$ cat src/rtl/nor_op_sequencer.sv
// Multi-cycle logic-function evaluator built around one shared WIDTH-bit NOR unit.
// Each op is a fixed microsequence of NOR steps through scratch registers t/u/v/r.
module nor_op_sequencer #(
  parameter int WIDTH = 4
) (
  input  logic             clk,
  input  logic             rst_n,
  input  logic             start,
  input  logic [2:0]       op,
  input  logic [WIDTH-1:0] a,
  input  logic [WIDTH-1:0] b,
  output logic             busy,
  output logic             done,
  output logic             err,
  output logic [WIDTH-1:0] result,
  output logic [2:0]       nor_count
);

  typedef enum logic {IDLE, EXEC} state_t;
  typedef enum logic [2:0] {SRC_A, SRC_B, SRC_T, SRC_U, SRC_V, SRC_R} src_t;
  typedef enum logic [1:0] {DST_T, DST_U, DST_V, DST_R} dst_t;

  state_t           state;
  logic [2:0]       op_q;
  logic [2:0]       step;
  logic             illegal_pend;
  logic [WIDTH-1:0] a_q, b_q, t_q, u_q, v_q, r_q;

  src_t             src_x, src_y;
  dst_t             dst;
  logic             last;
  logic [WIDTH-1:0] nor_x, nor_y, nor_out;

  // Microcode: operand selects, destination and last-step flag for (op_q, step).
  // Intermediate "r" goes to r_q so the visible result only moves at completion.
  always_comb begin
    src_x = SRC_A;
    src_y = SRC_A;
    dst   = DST_R;
    last  = 1'b1;
    case (op_q)
      3'd1: begin
        if (step == 3'd0) begin
          src_y = SRC_B; dst = DST_T; last = 1'b0;
        end else begin
          src_x = SRC_T; src_y = SRC_T;
        end
      end
      3'd2, 3'd3: begin
        case (step)
          3'd0: begin dst = DST_T; last = 1'b0; end
          3'd1: begin src_x = SRC_B; src_y = SRC_B; dst = DST_U; last = 1'b0; end
          3'd2: begin src_x = SRC_T; src_y = SRC_U; last = (op_q == 3'd2); end
          default: begin src_x = SRC_R; src_y = SRC_R; end
        endcase
      end
      3'd4: src_y = SRC_B;
      3'd5, 3'd6: begin
        case (step)
          3'd0: begin src_y = SRC_B; dst = DST_T; last = 1'b0; end
          3'd1: begin src_y = SRC_T; dst = DST_U; last = 1'b0; end
          3'd2: begin src_x = SRC_B; src_y = SRC_T; dst = DST_V; last = 1'b0; end
          3'd3: begin src_x = SRC_U; src_y = SRC_V; last = (op_q == 3'd5); end
          default: begin src_x = SRC_R; src_y = SRC_R; end
        endcase
      end
      default: ;
    endcase
  end

  always_comb begin
    case (src_x)
      SRC_A:   nor_x = a_q;
      SRC_B:   nor_x = b_q;
      SRC_T:   nor_x = t_q;
      SRC_U:   nor_x = u_q;
      SRC_V:   nor_x = v_q;
      default: nor_x = r_q;
    endcase
    case (src_y)
      SRC_A:   nor_y = a_q;
      SRC_B:   nor_y = b_q;
      SRC_T:   nor_y = t_q;
      SRC_U:   nor_y = u_q;
      SRC_V:   nor_y = v_q;
      default: nor_y = r_q;
    endcase
    nor_out = ~(nor_x | nor_y);
  end

  // Illegal op never enters EXEC; it reports done/err one cycle after the request.
  always_ff @(posedge clk or negedge rst_n) begin
    if (!rst_n) begin
      state        <= IDLE;
      op_q         <= '0;
      step         <= '0;
      illegal_pend <= 1'b0;
      a_q          <= '0;
      b_q          <= '0;
      t_q          <= '0;
      u_q          <= '0;
      v_q          <= '0;
      r_q          <= '0;
      busy         <= 1'b0;
      done         <= 1'b0;
      err          <= 1'b0;
      result       <= '0;
      nor_count    <= '0;
    end else begin
      done         <= 1'b0;
      err          <= 1'b0;
      illegal_pend <= 1'b0;
      if (illegal_pend) begin
        done      <= 1'b1;
        err       <= 1'b1;
        result    <= '0;
        nor_count <= '0;
      end
      case (state)
        IDLE: begin
          if (start) begin
            if (op == 3'd7) begin
              illegal_pend <= 1'b1;
            end else begin
              a_q   <= a;
              b_q   <= b;
              op_q  <= op;
              step  <= '0;
              busy  <= 1'b1;
              state <= EXEC;
            end
          end
        end
        EXEC: begin
          case (dst)
            DST_T:   t_q <= nor_out;
            DST_U:   u_q <= nor_out;
            DST_V:   v_q <= nor_out;
            default: r_q <= nor_out;
          endcase
          if (last) begin
            result    <= nor_out;
            nor_count <= step + 3'd1;
            busy      <= 1'b0;
            done      <= 1'b1;
            state     <= IDLE;
          end else begin
            step <= step + 3'd1;
          end
        end
        default: state <= IDLE;
      endcase
    end
  end

endmodule

$ cat config.mk
export PLATFORM = sky130hd
export DESIGN_NAME = nor_op_sequencer
export DESIGN_NICKNAME = d
export VERILOG_FILES = /design/src/rtl/nor_op_sequencer.sv
export SDC_FILE = /design/constraint.sdc
export NUM_CORES = 1
export LEC_CHECK = 0
export CORE_AREA = 10 10 115 117
export DETAILED_ROUTE_END_ITERATION = 7
export DIE_AREA = 0 0 125 127
export MAX_ROUTING_LAYER = met4
export PLACE_DENSITY = 0.41
export SKIP_LAST_GASP = 1
export SYNTH_ARGS = -nofsm -noshare
export SYNTH_HDL_FRONTEND = slang
export SYNTH_SLANG_ARGS = --single-unit
$ cat constraint.sdc
create_clock -name clk -period 8.08 [get_ports clk]
set_clock_uncertainty 0.15 [all_clocks]
set_input_delay 0.808 -clock clk [delete_from_list [all_inputs] [get_ports clk]]
set_output_delay 0.808 -clock clk [all_outputs]
set_load 0.02 [all_outputs]
== Word level (Yosys, flattened, before mapping) ==
Index checks and enable logic that the tools add are counted.
Word-level totals
  word-level logic and storage cells: 104
  ROM bits: 0
  latch bits: 0
  output and inout bits: 10
  memory bits (writable): 0
  register bits after elaboration: 42
  memories kept: 0
Operators by class
  shift operators: 0
  bitwise logic cells: 5
  reductions and logical operators: 17
  order comparisons: 0
  add/sub/neg operators: 1
  divide/modulo/power cells: 0
  multiplexer cells: 42
  $mul: 0
  equal/unequal tests: 24
Operator list (count)
  3-bit one-hot mux with 3 select lines: 5
  4-bit one-hot mux with 5 select lines: 2
  3-bit by 2-bit equality test with 1-bit output (second input constant): 8
  3-bit equality test (second input constant): 6
  3-bit 2-to-1 mux: 6
  1-bit 2-to-1 mux: 13
  3-bit by 1-bit equality test with 1-bit output (second input constant): 4
  4-bit 2-to-1 mux: 3
  2-bit one-hot mux with 3 select lines: 2
  3-bit one-hot mux with 4 select lines: 1
  3-bit logical NOT: 3
  3-bit AND reduction: 3
  1-bit one-hot mux with 2 select lines: 4
  2-bit AND reduction: 4
  2-bit OR reduction: 4
  2-bit 2-to-1 mux: 3
  2-bit inequality test (second input constant): 3
  3-bit one-hot mux with 2 select lines: 1
  3-bit OR reduction: 2
  4-bit NOT: 1
  4-bit bitwise OR: 1
  2-bit one-hot mux with 2 select lines: 1
  3-bit by 1-bit adder with 3-bit output (second input constant): 1
  1-bit NOT: 3
  5 further kinds: 5

== Depth between registers and ports, before layout ==
  depth in word-level cells: 10
  mapped depth: 11
  mapped depth without buffers: 8

== Worst setup path before layout ==
OpenSTA, ideal clock, no wires.
  path kind: reg2reg
  from: reg step[0]
  to: reg r_q[2]
  arrival: 2244 ps
  period minus slack after synthesis: 2531 ps
  buffers on the path: 0
  path slack: 5549 ps
  stages on the path, launching flop included: 9
  library setup time: 137 ps
  cell sequence: dfrtp_1 inv_1 ha_1 nor3b_2 o2bb2ai_2 a311oi_4 mux2_2 a22oi_2 o31ai_1
Between the ends
  word-level cells in the longest chain between the ends: 8
  elaborated cells between the ends (all ways): 38
  classes of those cells: 13 x eq/ne; 14 x mux; 3 x bitwise; 8 x reduce/logical
Ends and longest elaborated chain
  start, declared: line 25  | logic [2:0] step;
  start signal, assigned: line 148  | step <= step + 3'd1;
  3-bit by 2-bit equality test with 1-bit output (tied with other cells): line 50, 59
  2-bit OR reduction (no source line)
  3-bit one-hot mux with 3 select lines: line 59  | case (step)
  3-bit one-hot mux with 4 select lines or 3-bit one-hot mux with 3 select lines (tied branches): line 41  | case (op_q)
  3-bit equality test (tied with other cells): line 80  | case (src_y)
  4-bit one-hot mux with 5 select lines (on tied branches): line 80, 72
  4-bit bitwise OR: line 88  | nor_out = ~(nor_x | nor_y);
  4-bit NOT: line 88
  end signal, assigned: line 139  | default: r_q <= nor_out;
  end, declared: line 27  | logic [WIDTH-1:0] a_q, b_q, t_q, u_q, v_q, r_q;
Parallel ways exist; a longest one is shown, timed or not.
A chain may end at the register's enable or synchronous reset.

== Worst setup path in the final report ==
  from: reg step[2]
  to: reg t_q[0]
Between the ends
  word-level cells in the longest chain between the ends: 8
  elaborated cells between the ends (all ways): 34
  classes of those cells: 11 x eq/ne; 14 x mux; 2 x bitwise; 7 x reduce/logical
Ends and longest elaborated chain
  3-bit by 2-bit equality test with 1-bit output (tied with other cells): line 50, 59
  2-bit OR reduction (no source line)
  3-bit one-hot mux with 3 select lines: line 59
  3-bit one-hot mux with 4 select lines or 3-bit one-hot mux with 3 select lines (tied branches): line 41
  3-bit equality test (tied with other cells): line 80
  4-bit one-hot mux with 5 select lines (on tied branches): line 80, 72
  4-bit bitwise OR: line 88
  4-bit NOT: line 88
  end signal, assigned: line 136  | DST_T: t_q <= nor_out;
  end, declared: line 27
Parallel ways exist; a longest one is shown, timed or not.

==> qor.yml <==
placement:
  dpl.cell_count: 447
  routabilityCongestion: 0.846
  placedInstanceArea_um2: 3030
  io_buffer_count: 23
  hpwl_um: 5820
sta:
  tns_ns: 0
  timing.hold.ws_ns: 0.238
  relSlewSlack_pct: 35.4
  finalHoldViolCount: 0
  rsz0062_at_grt: "false"
  fin_crit_sh_pct: 40.4
  tightest_slew_ns: 0.969
  max_freq_mhz: 306
  finalSetupViolations: 0
  min_period_ns: 3.27
  slew_viol_final: 0
clocking:
  htree_levels: 2
  cts_inserted_buffers: 5
  clk_pin_slew_ns: 0.06
  cts_max_path_buffers: 2
  cts_hold_buf: 0
  cts-root-buf: "clkbuf_16"
  clock-sinks: 42
  clk_latency_ns: 0.29
  post_cts_buffers: 0
  cts-resized-gates: 0
  cts_tree: "done"
die:
  die_area_um2: 15900
  start_util_pct: 24.2
  die_width_um: 125
  rows: 39
  core-area_um2: 11100
  die_height_um: 127
  io_pins: 24
finish:
  final_area_um2: 3180
  area_delta_synth_final_pct: 18.0
  nets: 330
  diodes: 0
  stdcell_count: 455
  mostFrequentLayoutCell: "nand2_1"
  drive_above_1_share_pct: 10.6
  mostFrequentLayoutCells: "nand2_1 (60), dfrtp_1 (42), o31ai_1 (22), clkdlybuf4s50_1 (22), nand3_1 (16)"
detailed_routing:
  wl_um: 7890
  antenna_left: 0
  vias_per_cell: 5.13
  vias: 2335
  dr.first_iter.drc_count: 162
  drc: 0
  wl_per_cell_um: 17.3
  firstDrtPassIters: 4
grt:
  grt_remaining_overflow: 0
  grt_pass1_wl_um: 13200
  first_global_vias: 2347
  antenna_found_initial: 0
  grt_max_degree: 43
  grt_util_all_layers_pct: 10.4
synth:
  synth.distinct_cells: 65
  synthArstFlopShare_pct: 100
  synth_flop_cell: "dfrtp_1"
  yosys.area.top_type: "dfrtp_1"
  synth_area_um2: 2700
  synthCells: 297
  synth_top_area_share_pct: 39.0
  yosys-top-cells-area: "dfrtp_1 (39%), nand2_1 (8.4%), o31ai_1 (6.1%)"
  synth_edf_count: 0
  yosys_warnings: 0
  ys_seq_area_share_pct: 39.0
  mappedNetlistNets: 316
  avgSynthCellArea_um2: 9.08
  yosys_register_bits: 42
setup_path:
  path_max_fanout: 12
  reg2reg_depth: 7
  ff2ff_setup_slack_ns: 4.81
  crit_type: "flip-flop to flip-flop"
  cp-end-kind: "flip-flop"
  start_kind: "flip-flop"
  cp.required_ns: 8.09
  cp.arrival_ns: 3.28
power:
  total_power_mw: 1.50
  vdd_drop_max_mv: 0.133
  leakage_nw: 1.30
  power.density_nw_per_um2: 471
hold_path:
  holdPathStages: 0
  min_path_type: "flip-flop to flip-flop"
status:
  status: "finished clean"
job:
  maxCapViolCount: 0
[final cells by class]
class | instances | area [um2]
fill | 1214 | 7950
multi-input combinational | 222 | 1500
sequential | 42 | 1050
timing repair buffer | 26 | 248
tap | 143 | 179
clock buffer | 6 | 139
inverter | 14 | 52.6
clock inverter | 2 | 12.5
[worst max-delay path, cell delays in order (launching register included)]
cell       delay [ns]
dfrtp_1          0.54
inv_1            0.19
ha_1             0.39
o311a_1          0.55
a2111oi_1        0.74
a21oi_2          0.14
o211ai_2         0.31
o31ai_1          0.11
[power breakdown]
group | internal, mW | switching (mW) | total, mW
Sequential | 0.302 | 0.0905 | 0.392
Combinational | 0.336 | 0.560 | 0.896
Clock | 0.122 | 0.0865 | 0.209
[routing by layer]
layer	up-vias	wire (um)	global-route usage, %
met5	-	0	-
met4	0	139	4.27
met3	7	184	1.28
met2	45	3660	16.3
met1	1149	3900	13.3
li1	1134	-	-
[stage by stage]
stage	utilization [%]	setup WS [ns]
finish	28.6	4.81
global route	28.6	4.57
CTS	28.6	4.81
detailed placement	27.2	4.82
global placement	27.2	4.90
floorplan	-	5.55
[sequential cells by signal, summed over array words and instances, names as in the netlist, 4 cells and up]
signal	count
a_q	4
b_q	4
r_q	4
result	4
t_q	4
u_q	4
v_q	4
[cells in the mapped netlist (2+ instances only)]
cell type / n
mux2i_1: 3
nand4_1: 3
buf_6: 2
a21oi_1: 8
o211ai_1: 7
or3_1: 2
nor2_1: 10
and4_1: 2
buf_2: 9
nand2_1: 60
a32oi_1: 3
a311oi_1: 3
dfrtp_1: 42
inv_1: 13
nand3b_1: 3
o2111ai_1: 2
a31oi_1: 2
nand3_1: 16
nand2b_1: 5
o221ai_1: 3
o31ai_1: 22
a311o_1: 2
o21ai_0: 8
o2bb2ai_1: 3
o22a_1: 2
o211a_1: 3
clkbuf_1: 5
o211ai_2: 3
o21a_1: 2
o21ai_1: 5
ha_1: 5
o221ai_2: 4
buf_1: 2
nor2b_1: 2
[worst paths after layout]
check                        startpoint      to
max                             step[2]  t_q[0]
min                        illegal_pend     err
max reg2reg                     step[2]  t_q[0]
min reg2reg                illegal_pend     err
max in group asynchronous         rst_n  t_q[3]
min in group asynchronous         rst_n     err
[cell families (layout without fill, tap and decap cells)]
group,after synthesis,after routing,synth area share (%)
XOR/XNOR,1,1,0.603
flip-flops,42,42,39.0
multiplexers,4,4,1.53
AND/OR/NAND/NOR,112,112,19.5
buffers and inverters,33,48,5.71
AO/OA/AOI/OAI,100,100,31.4
adder cells (fa/ha/maj),5,5,2.32
No activity file was read; power rests on OpenSTA's default activity.
